--- src/rtl/obi_arbiter_bridge.sv ---
// rtl/obi_arbiter_bridge.sv - N-port OBI arbiter sharing one memory port, in-order response routing.
// Define OBI_BRIDGE_FIXED_PRIO_EN for fixed lowest-index-wins priority instead of round-robin.
module obi_arbiter_bridge #(
  parameter int NUM_PORTS       = 2,
  parameter int ADDR_W          = 32,
  parameter int DATA_W          = 32,
  parameter int MAX_OUTSTANDING = 4
) (
  input  logic                          clk,
  input  logic                          rst,
  input  logic [NUM_PORTS-1:0]          req_i,
  input  logic [NUM_PORTS*ADDR_W-1:0]   addr_i,
  input  logic [NUM_PORTS-1:0]          web_i,
  input  logic [NUM_PORTS*DATA_W-1:0]   wdata_i,
  output logic [NUM_PORTS-1:0]          gnt_o,
  output logic [NUM_PORTS-1:0]          rvalid_o,
  output logic [DATA_W-1:0]             rdata_o,
  output logic                          mem_req_o,
  output logic [ADDR_W-1:0]             mem_addr_o,
  output logic                          mem_web_o,
  output logic [DATA_W-1:0]             mem_wdata_o,
  input  logic                          mem_gnt_i,
  input  logic                          mem_rvalid_i,
  input  logic [DATA_W-1:0]             mem_rdata_i,
  output logic                          err_o
);

  localparam int IDX_W = $clog2(NUM_PORTS);
  localparam int PTR_W = $clog2(MAX_OUTSTANDING);
  localparam int CNT_W = PTR_W + 1;

  logic [IDX_W-1:0] fifo_q [MAX_OUTSTANDING];
  logic [PTR_W-1:0] wr_ptr_q, rd_ptr_q;
  logic [CNT_W-1:0] count_q, count_d;
  logic             err_q, err_d;
  logic [IDX_W-1:0] winner, head;
  logic             any_req, handshake, pop;

`ifndef OBI_BRIDGE_FIXED_PRIO_EN
  logic [IDX_W-1:0] rr_last_q;
`endif

  assign any_req   = rst && (|req_i);
  assign mem_req_o = any_req && (count_q < CNT_W'(MAX_OUTSTANDING));
  assign handshake = mem_req_o && mem_gnt_i;
  assign pop       = rst && mem_rvalid_i && (count_q != '0);
  assign head      = fifo_q[rd_ptr_q];
  assign rdata_o   = rst ? mem_rdata_i : '0;
  assign err_o     = err_q;

  // Lowest requesting index first; round-robin then prefers the lowest index above rr_last.
  always_comb begin
    winner = '0;
    for (int p = NUM_PORTS - 1; p >= 0; p--) begin
      if (req_i[p]) winner = IDX_W'(p);
    end
`ifndef OBI_BRIDGE_FIXED_PRIO_EN
    for (int p = NUM_PORTS - 1; p >= 0; p--) begin
      if (req_i[p] && (IDX_W'(p) > rr_last_q)) winner = IDX_W'(p);
    end
`endif
  end

  always_comb begin
    mem_addr_o  = '0;
    mem_web_o   = 1'b1;
    mem_wdata_o = '0;
    gnt_o       = '0;
    rvalid_o    = '0;
    for (int p = 0; p < NUM_PORTS; p++) begin
      if (any_req && (winner == IDX_W'(p))) begin
        mem_addr_o  = addr_i[p*ADDR_W +: ADDR_W];
        mem_web_o   = web_i[p];
        mem_wdata_o = wdata_i[p*DATA_W +: DATA_W];
      end
      gnt_o[p]    = handshake && (winner == IDX_W'(p));
      rvalid_o[p] = pop && (head == IDX_W'(p));
    end
  end

  always_comb begin
    count_d = count_q;
    if (handshake && !pop)      count_d = count_q + 1'b1;
    else if (!handshake && pop) count_d = count_q - 1'b1;
    err_d = err_q || (mem_rvalid_i && (count_q == '0));
  end

  always_ff @(posedge clk or negedge rst) begin
    if (!rst) begin
      for (int i = 0; i < MAX_OUTSTANDING; i++) fifo_q[i] <= '0;
      wr_ptr_q  <= '0;
      rd_ptr_q  <= '0;
      count_q   <= '0;
      err_q     <= 1'b0;
`ifndef OBI_BRIDGE_FIXED_PRIO_EN
      rr_last_q <= IDX_W'(NUM_PORTS - 1);
`endif
    end else begin
      if (handshake) begin
        fifo_q[wr_ptr_q] <= winner;
        wr_ptr_q         <= wr_ptr_q + 1'b1;
`ifndef OBI_BRIDGE_FIXED_PRIO_EN
        rr_last_q        <= winner;
`endif
      end
      if (pop) rd_ptr_q <= rd_ptr_q + 1'b1;
      count_q <= count_d;
      err_q   <= err_d;
    end
  end

endmodule

--- config.mk ---
export PLATFORM = sky130hd
export DESIGN_NAME = obi_arbiter_bridge
export DESIGN_NICKNAME = d
export VERILOG_FILES = /design/src/rtl/obi_arbiter_bridge.sv
export SDC_FILE = /design/constraint.sdc
export NUM_CORES = 1
export LEC_CHECK = 0
export CAP_MARGIN = 20
export CORE_AREA = 5 5 102 104
export DETAILED_ROUTE_END_ITERATION = 7
export DIE_AREA = 0 0 107 109
export PLACE_DENSITY = 0.78
export SKIP_CTS_REPAIR_TIMING = 1
export SLEW_MARGIN = 20
export SYNTH_ARGS = -nofsm -noshare
export SYNTH_HDL_FRONTEND = slang
export SYNTH_SLANG_ARGS = --single-unit
export TNS_END_PERCENT = 5
--- constraint.sdc ---
create_clock -name clk -period 2.9 [get_ports clk]
set_input_delay 0.58 -clock clk [delete_from_list [all_inputs] [get_ports clk]]
set_output_delay 0.58 -clock clk [all_outputs]
set_load 0.02 [all_outputs]
Yosys cells after proc, flatten, opt, wreduce, memory -nomap -nowiden
Cells that the tools add are included.
{"block": "totals", "regBits": 13, "out_inout_bits": 103}
{"block": "classes", "n_addsub": 4, "magnitude_cmp": 6, "mux": 19, "bitwise_logic": 4, "reduce_logical": 24}
{"op": "32-bit two-way mux", "count": 5}
{"op": "1-bit logical AND", "count": 17}
{"op": "1-bit two-way mux", "count": 9}
{"op": "3-bit >= comparator (second input constant)", "count": 2}
{"op": "3-bit two-way mux", "count": 2}
{"op": "2-bit inverter with 3-bit output", "count": 2}
{"op": "2-bit by 1-bit adder with 2-bit output (second input constant)", "count": 2}
{"op": "4-bit bitwise mux", "count": 1}
{"op": "3-bit by 1-bit adder with 3-bit output (second input constant)", "count": 1}
{"op": "3-bit zero test", "count": 1}
{"op": "3-bit by 1-bit < comparator with 1-bit output (second input constant)", "count": 1}
{"op": "3-bit < comparator (second input constant)", "count": 1}
{"op": "3-bit nonzero test", "count": 1}
{"op": "3-bit by 1-bit subtractor with 3-bit output (second input constant)", "count": 1}
{"op": "1-bit binary-select mux with 2-bit select", "count": 1}
{"op": "1-bit demux with 2-bit select", "count": 1}
{"op": "1-bit greater-than comparator (first input constant)", "count": 2}
{"op": "1-bit zero test", "count": 2}
{"op": "1-bit inverter", "count": 2}
{"op": "2-bit nonzero test", "count": 1}
{"op": "2-bit OR reduction", "count": 1}
{"op": "1-bit logical OR", "count": 1}

Logic depth before layout (Yosys ltp)
Gate-level depths: netlist of run 1.
{"block": "logic_depth", "word_depth": 8, "mapped_depth": 9}

Worst setup path after synthesis of run 1
No wires, ideal clock.
{"block": "synth_timing", "path_kind": "input port to output port", "startpoint": "input rst", "endpoint": "output mem_addr_o[0]", "arrival_time_ps": 1523, "t_required_ps": 2320, "setup_slack_ps": 797, "stages": 6, "path_buffers": 3, "path_cell_list": "buf_4 > nand2_1 > a21oi_1 > buf_2 > buf_2 > a22o_1"}
{"block": "synth_via", "elab_chain_len": 4, "word_cells_on_any_way": 5}
{"element": "start, declared", "line_no": "10", "rtl": "input logic rst,"}
{"element": "1-bit logical AND *", "line_no": "43", "rtl": "assign any_req = rst && (|req_i);"}
{"element": "1-bit logical AND", "line_no": "71", "rtl": "if (any_req && (winner == IDX_W'(p))) begin"}
{"element": "32-bit two-way mux", "line_no": "71"}
{"element": "32-bit two-way mux *", "line_no": "71"}
{"element": "end, declared", "line_no": "19", "rtl": "output logic [ADDR_W-1:0] mem_addr_o,"}
Every way passes the cells marked *; elsewhere a longest branch is shown, timed or not.

Worst setup path in the final report of run 1
{"block": "layout_timing", "startpoint": "input rst", "endpoint": "output rdata_o[6]"}
{"block": "layout_via", "elab_chain_len": 1}
{"element": "32-bit two-way mux", "line_no": "48", "rtl": "assign rdata_o = rst ? mem_rdata_i : '0;"}
{"element": "end, declared", "line_no": "17", "rtl": "output logic [DATA_W-1:0] rdata_o,"}
No other way between the ends.

==> summary.md, run 1 <==
| Metric | Value |
|---|---|
| Clock tree from TritonCTS | `done` |
| Vertical die dimension | `109 µm` |
| Syn nets | `356` |
| Per-instance average area after synthesis | `9.01 µm²` |
| Top cells by area, synth | `a22o_1, dfrtp_1, and2_1` |
| Congestion Overflow GR | `0` |
| Number of clock buffers inserted by TritonCTS | `3` |
| Crit path arrival time | `2.27 ns` |
| Outcome | `finished, final reports clean` |
| Class of the tightest hold or removal check | `register to register` |
| Number of antenna violations at the first check in global routing | `0` |
| Die boundary width | `107 µm` |
| P&R area growth vs syn | `194%` |
| Start-to-end type of the worst setup path | `input port to output port` |
| Antenna diodes | `0` |
| Total Nets Final | `628` |
| Ys Warns | `0` |
| Clk Tree Root Cell | `clkbuf_8` |
| Critical-path cell list | `clkdlybuf4s50_1 -> buf_4 -> buf_12 -> and2_1 -> clkdlybuf4s50_1` |
| Cell depth of the worst min-delay path | `1` |
| R2R Setup Slk | `roughly 0.8 ns` |
| Worst Min Path Start | `err_o$_DFF_PN0_` |
| Number of slew-limit violations in the final report | `0` |
| Finished Layout Cells | `567` |
| Cells after synthesis | `182` |
| Number of levels the H-tree was split into | `1` |
| Timing-limited maximum frequency | `about 350 MHz` |
| Capture endpoint of the worst hold path | `err_o$_DFF_PN0_` |
| Post-route clock period utilization | `98.2%` |
| Worst stage delay on the critical path | `0.61 ns` |
| Startpoint type of the worst setup path | `input port` |
| Routed WL per cell | `18.5 µm` |
| Most area-hungry cell type in the Yosys netlist | `a22o_1` |
| Highest-count cells in the layout ignoring fill and taps | `clkdlybuf4s50_1, dlymetal6s2s_1, a22o_1` |
| Sink count of the clock tree | `13` |
| Min Hold Slack | `0.470 ns` |
| Netlist cell types | `27` |
| Core utilization of the finished layout | `around half` |
| Maxcap violations | `0` |
| Largest net degree at the start of global routing | `40` |
| Combined global-route utilization of all metal layers | `15.5%` |
| Setup tns final | `0 ns` |
| HPWL Detailed | `roughly 8.6 mm` |
| Reg clk slew, reported paths | `0.06 ns` |
| Maximum clock insertion buffer count | `2` |
| IO buf count | `270` |
| Final wirelength | `10.5 mm` |
| Top fanout value on the critical path | `39` |
| Hold Fails Final Rpt | `0` |
| Capturing element type of the critical path | `output port` |
| Routed vias/inst | `between 4 and 5` |
| Launch point of the worst reg-to-reg path | `count_q[0]$_DFFE_PN0P_` |
| Number of global-route vias before repair | `2550` |
| Total placed instance area | `4530 µm²` |
| Worst-Skew Late Latency | `between 0.2 and 0.3 ns` |
| Area share of the largest cell type after synthesis | `34.2%` |
| Placer's final routability congestion estimate | `0.904` |
| Wire length of the first global-routing pass | `~14 mm` |
| Number of cells after detailed placement | `roughly 560` |
| Worst path most repeated cell | `clkdlybuf4s50_1` |
| Synthesized flop and latch total | `13` |
| Headroom to the max-slew limit | `about 77%` |
| Core area | `9460 µm²` |
| Drt pass-1 iters | `4` |
| Antenna-violating nets left | `0` |
| Top-level port count | `around 270` |
| Post-Layout Inst Area | `4810 µm²` |
| Sequential fraction of the synthesis area | `between 10% and 20%` |
| Worst reg2reg path endpoint | `count_q[2]$_DFFE_PN0P_` |
| CP required | `about 2.3 ns` |
| Residual DRC count | `0` |
| Total standard cell area after synthesis | `1640 µm²` |
| Setup skew after layout | `roughly 0.0030 ns` |
| Number of vias in the routed layout | `2522` |
| Pleak | `3.16 nW` |
| Min Tclk post-route | `between 2 and 3 ns` |
| Cell family with the largest share of critical-path delay | `buffers and inverters` |
| Std cell rows | `36` |
| Pwr Density | `360 nW/µm²` |
| Most frequent standard cell in the layout excluding fill and tap cells | `clkdlybuf4s50_1` |
| Critical Path Source | `rst` |
| Max stage delay cell, worst path | `clkdlybuf4s50_1` |
| Fraction of layout cells with a size suffix above 1 | `7.28%` |
| Initial standard-cell utilization of the core | `17.3%` |
| Worst-case reg-to-reg path depth | `8` |
| Die outline area | `11700 µm²` |
| Measured slew at the worst slew-check pin | `0.338 ns` |
| Peak VDD IR | `~440 µV` |
| Initial drt markers | `76` |
| Final number of setup-violating endpoints | `0` |
| Sum of buffers and inverters on the critical path | `4` |
[worst max-delay path by stage]
stage / endpoint / slack, ns / cells past startpoint
after floorplan: mem_addr_o[0] / 0.80 / 6
after global placement: mem_wdata_o[11] / -0.16 / 6
after detailed placement: mem_addr_o[29] / -0.16 / 6
after CTS: mem_addr_o[2] / -0.16 / 6
after global routing: rdata_o[6] / -0.01 / 5
final: rdata_o[6] / 0.05 / 5
[synth_stat cells]
| library cell | count |
|---|---|
| nand2b_1 | 1 |
| nor3_1 | 5 |
| and2_1 | 33 |
| a22oi_1 | 1 |
| fa_1 | 1 |
| a22o_1 | 64 |
| and3_1 | 1 |
| a21oi_1 | 1 |
| mux2_2 | 7 |
| buf_2 | 6 |
| dfstp_2 | 1 |
| buf_4 | 2 |
| dfrtp_1 | 12 |
| nand2_1 | 5 |
| nor2_1 | 6 |
| nor2b_1 | 1 |
| a21o_1 | 1 |
| buf_6 | 6 |
| xnor2_1 | 4 |
| o311ai_2 | 1 |
| inv_1 | 9 |
| mux4_2 | 1 |
| clkbuf_1 | 4 |
| xor2_1 | 2 |
| a21boi_4 | 1 |
| o2111ai_1 | 1 |
| ha_1 | 5 |
[per-stage QoR]
stage | setup slack (ns) | total power, mW
final | 0.0521 | 1.73
after detailed placement | -0.161 | 1.60
after CTS | -0.165 | 1.77
after floorplan | 0.797 | 0.947
after global placement | -0.161 | 1.56
after global routing | -0.0127 | 1.85
[kinds of logic (layout without fill, tap and decap cells)]
| group | Yosys count | in the layout | share of synthesized area, % |
|---|---|---|---|
| XOR/XNOR | 6 | 6 | 3.20 |
| adder cells (fa/ha/maj) | 6 | 6 | 5.03 |
| AO/OA/AOI/OAI | 70 | 70 | 38.1 |
| flip-flops | 13 | 13 | 19.9 |
| buffers and inverters | 27 | 298 | 9.84 |
| AND/OR/NAND/NOR | 52 | 52 | 17.8 |
| multiplexers | 8 | 8 | 6.18 |
[routing by layer]
| metal | vias up | share of wire, % | global-route usage, % |
|---|---|---|---|
| met5 | - | 0 | 0 |
| met4 | 0 | 2.0 | 3.93 |
| met3 | 17 | 6.0 | 2.66 |
| met2 | 115 | 55 | 29.3 |
| met1 | 1172 | 37 | 18.1 |
| li1 | 1218 | - | - |
[sequential cells by signal, summed over array words and instances, names as in the netlist]
signal and cells:
fifo_q 4, count_q 3, rd_ptr_q 2, err_o 1, rr_last_q 1, wr_ptr_q 2
[power breakdown]
group	switching, mW	internal (mW)
Clock	0.0714	0.0953
Combinational	0.515	0.686
Sequential	0.0886	0.277
Total	0.675	1.06
[area by class of cell]
class	instances	area, µm²
fill	858	4640
timing repair buffer	285	3100
multi-input combinational	142	1160
sequential	13	327
tap	114	143
clock buffer	3	41.3
inverter	9	33.8
clock inverter	1	5.00
No activity file was read; power rests on OpenSTA's default activity.
==> inputs of run 2 (changes only) <==
--- a/config.mk
+++ b/config.mk
@@ -9,10 +9,11 @@
 export CORE_AREA = 5 5 102 104
 export DETAILED_ROUTE_END_ITERATION = 7
 export DIE_AREA = 0 0 107 109
+export GPL_TIMING_DRIVEN = 0
 export PLACE_DENSITY = 0.78
 export SKIP_CTS_REPAIR_TIMING = 1
 export SLEW_MARGIN = 20
 export SYNTH_ARGS = -nofsm -noshare
 export SYNTH_HDL_FRONTEND = slang
 export SYNTH_SLANG_ARGS = --single-unit
-export TNS_END_PERCENT = 5
+export TNS_END_PERCENT = 10
==> run 2 against run 1 <==
The flow now finishes with violations (setup timing). Design area down 6.3%. Clock power about the same. Sequential power down 1%. Sequential share of layout area is 0.45 points higher. Via count hardly changed. Utilization shrank 3.2 points. Worst setup slack worse by 0.25 ns. Clock-buffer cell count is the same. Cell count is 0.71% higher. Global-route usage rose by 0.27 points. Critical path depth is 2 higher. Critical path type unchanged. Highest routed layer unchanged.
==> summary.md, run 2 (synthesis results as in run 1) <==
| Metric | Value |
|---|---|
| Outcome | `finished with violations` |
| Failing checks | `setup timing` |
| DP Worst Slack | `-1.10 ns (-0.941 ns)` |
| P&R area growth vs syn | `175%` |
| Initial drt markers | `51 (-33%)` |
| Headroom to the max-slew limit | `63.4% (-14 points)` |
| Total Nets Final | `632 (+0.64%)` |
| IO buf count | `270 (unchanged)` |
| Number of levels the H-tree was split into | `1 (unchanged)` |
| Antenna-violating nets left | `0 (unchanged)` |
| Post-Layout Inst Area | `4510 µm² (-6.3%)` |
| Start-to-end type of the worst setup path | `input port to output port` |
| Register containing the most flip-flops in the final layout | `fifo_q` |
| Setup tns final | `-0.202 ns (-0.202 ns)` |
| Residual DRC count | `0 (unchanged)` |
| Drt pass-1 iters | `4 (unchanged)` |
| Placer's final routability congestion estimate | `0.831 (-8.1%)` |
| Initial standard-cell utilization of the core | `17.3% (unchanged)` |
| Class of the tightest hold or removal check | `input port to async pin` |
| Timing-limited maximum frequency | `322 MHz (-8.2%)` |
| Largest net degree at the start of global routing | `15 (-63%)` |
| Die outline area | `11700 µm² (unchanged)` |
| Number of vias in the routed layout | `2523 (+0.040%)` |
| Setup repair after global routing missed its margin | `yes` |
| Final wirelength | `10.4 mm (-1.2%)` |
| Number of global-route vias before repair | `2633 (+3.3%)` |
| Die boundary width | `107 µm (unchanged)` |
| CP required | `2.32 ns (about the same)` |
| Number of cells after detailed placement | `566 (+0.53%)` |
| Maximum clock insertion buffer count | `2 (unchanged)` |
| Flip-flop count of the largest register, all copies and words added | `4 (unchanged)` |
| Maxcap violations | `0 (unchanged)` |
| Measured slew at the worst slew-check pin | `0.549 ns (+0.211 ns)` |
| Crit path arrival time | `2.52 ns (+0.25 ns)` |
| Setup skew after layout | `0.00353 ns (+0.000516 ns)` |
| Min Tclk post-route | `3.10 ns (+0.254 ns)` |
| Vertical die dimension | `109 µm (unchanged)` |
| Clock tree from TritonCTS | `done` |
| Worst Slack Setup Final | `-0.202 ns (-0.254 ns)` |
| Total placed instance area | `4490 µm² (-1.0%)` |
| Pleak | `2.42 nW (-23%)` |
| HPWL Detailed | `8.85 mm (+2.9%)` |
| Antenna diodes | `0 (unchanged)` |
| Reg clk slew, reported paths | `0.06 ns (about the same)` |
| Count of fill cells added during filler insertion | `916 (+6.8%)` |
| Core area | `9460 µm² (unchanged)` |
| Top Registers | `fifo_q: 4 flops, count_q: 3 flops` |
| Combined global-route utilization of all metal layers | `15.8% (+0.27 points)` |
| Clk Tree Root Cell | `clkbuf_8` |
| Post-route clock period utilization | `107% (+8.8 points)` |
| Peak VDD IR | `313 µV (-29%)` |
| Std cell rows | `36 (unchanged)` |
| Top-level port count | `271 (unchanged)` |
| Fraction of layout cells with a size suffix above 1 | `12.9% (+5.6 points)` |
| Most frequent standard cell in the layout excluding fill and tap cells | `clkdlybuf4s50_1` |
| Total power of the final layout | `1.69 mW (-2.6%)` |
| Routed vias/inst | `4.42 (-0.66%)` |
| Number of clock buffers inserted by TritonCTS | `3 (unchanged)` |
| Congestion Overflow GR | `0 (unchanged)` |
| Worst-Skew Late Latency | `0.25 ns (about the same)` |
| Routed WL per cell | `18.2 µm (-1.9%)` |
| Finished Layout Cells | `571 (+0.71%)` |
| Top fanout value on the critical path | `10 (-74%)` |
| Number of antenna violations at the first check in global routing | `0 (unchanged)` |
| Number of slew-limit violations in the final report | `0 (unchanged)` |
| Wire length of the first global-routing pass | `14.7 mm (+2.5%)` |
| Pwr Density | `374 nW/µm² (+4.0%)` |
| Final number of setup-violating endpoints | `1 (+1)` |
| Hold Fails Final Rpt | `0 (unchanged)` |
| Startpoint type of the worst setup path | `input port` |
| Capturing element type of the critical path | `output port` |
| Highest-count cells in the layout ignoring fill and taps | `clkdlybuf4s50_1, a22o_1, dlymetal6s2s_1` |
| Sink count of the clock tree | `13 (unchanged)` |
## run 2: changes by cell type in the layout (fill, tap and decap cells not counted), sizes merged
cell and change:
dlymetal6s2s -52, buf -5, clkbuf +36, clkdlybuf4s50 +25
## run 2: critical path: stages
cell and delay [ns]:
clkdlybuf4s50_1 0.49, a21boi_4 0.19, and2_1 0.18, buf_6 0.15
buf_6 0.14, a22oi_1 0.14, clkdlybuf4s50_1 0.64
## run 2: through the flow
step | utilization [%] | hold WS (ns)
floorplan | - | 0.284
global placement | 47.4 | 0.449
detailed placement | 47.4 | 0.448
CTS | 47.9 | 0.471
global route | 47.7 | 0.205
finish | 47.7 | 0.191
## run 2: path summary, 6_finish.rpt
kind | startpoint | depth (start not counted) | to | slack (ns)
min in group clk | err_o$_DFF_PN0_ | 1 | err_o$_DFF_PN0_ | 0.47
hold / removal | rst | 1 | wr_ptr_q[1]$_DFFE_PN0P_ | 0.19
hold reg to reg | err_o$_DFF_PN0_ | 1 | err_o$_DFF_PN0_ | 0.47
setup / recovery | req_i[1] | 7 | mem_web_o | -0.20
max in group asynchronous | rst | 1 | rr_last_q$_DFFE_PN1P_ | 2.47
setup reg to reg | count_q[0]$_DFFE_PN0P_ | 7 | count_q[2]$_DFFE_PN0P_ | 0.76
## run 2: layout make-up
cell class	count	area, µm²	area share, %
buffer	18	140	3.11
clock inverter	1	5.00	0.111
multi-input combinational	142	1160	25.6
timing repair buffer	271	2670	59.1
tap	114	143	3.16
clock buffer	3	41.3	0.915
inverter	9	33.8	0.749
sequential	13	327	7.24
## run 2: routing by layer
metal | vias up | share of wire (%) | GRT usage (%)
met5 | - | 0 | 0
met4 | 0 | 1.3 | 3.56
met3 | 13 | 6.2 | 3.08
met2 | 107 | 55 | 30.3
met1 | 1177 | 38 | 18.0
li1 | 1226 | - | -
## run 2: where the power goes
part | internal (mW) | total [mW] | switching, mW
Clock | 0.0953 | 0.169 | 0.0738
Sequential | 0.277 | 0.361 | 0.0848
Combinational | 0.642 | 1.16 | 0.516
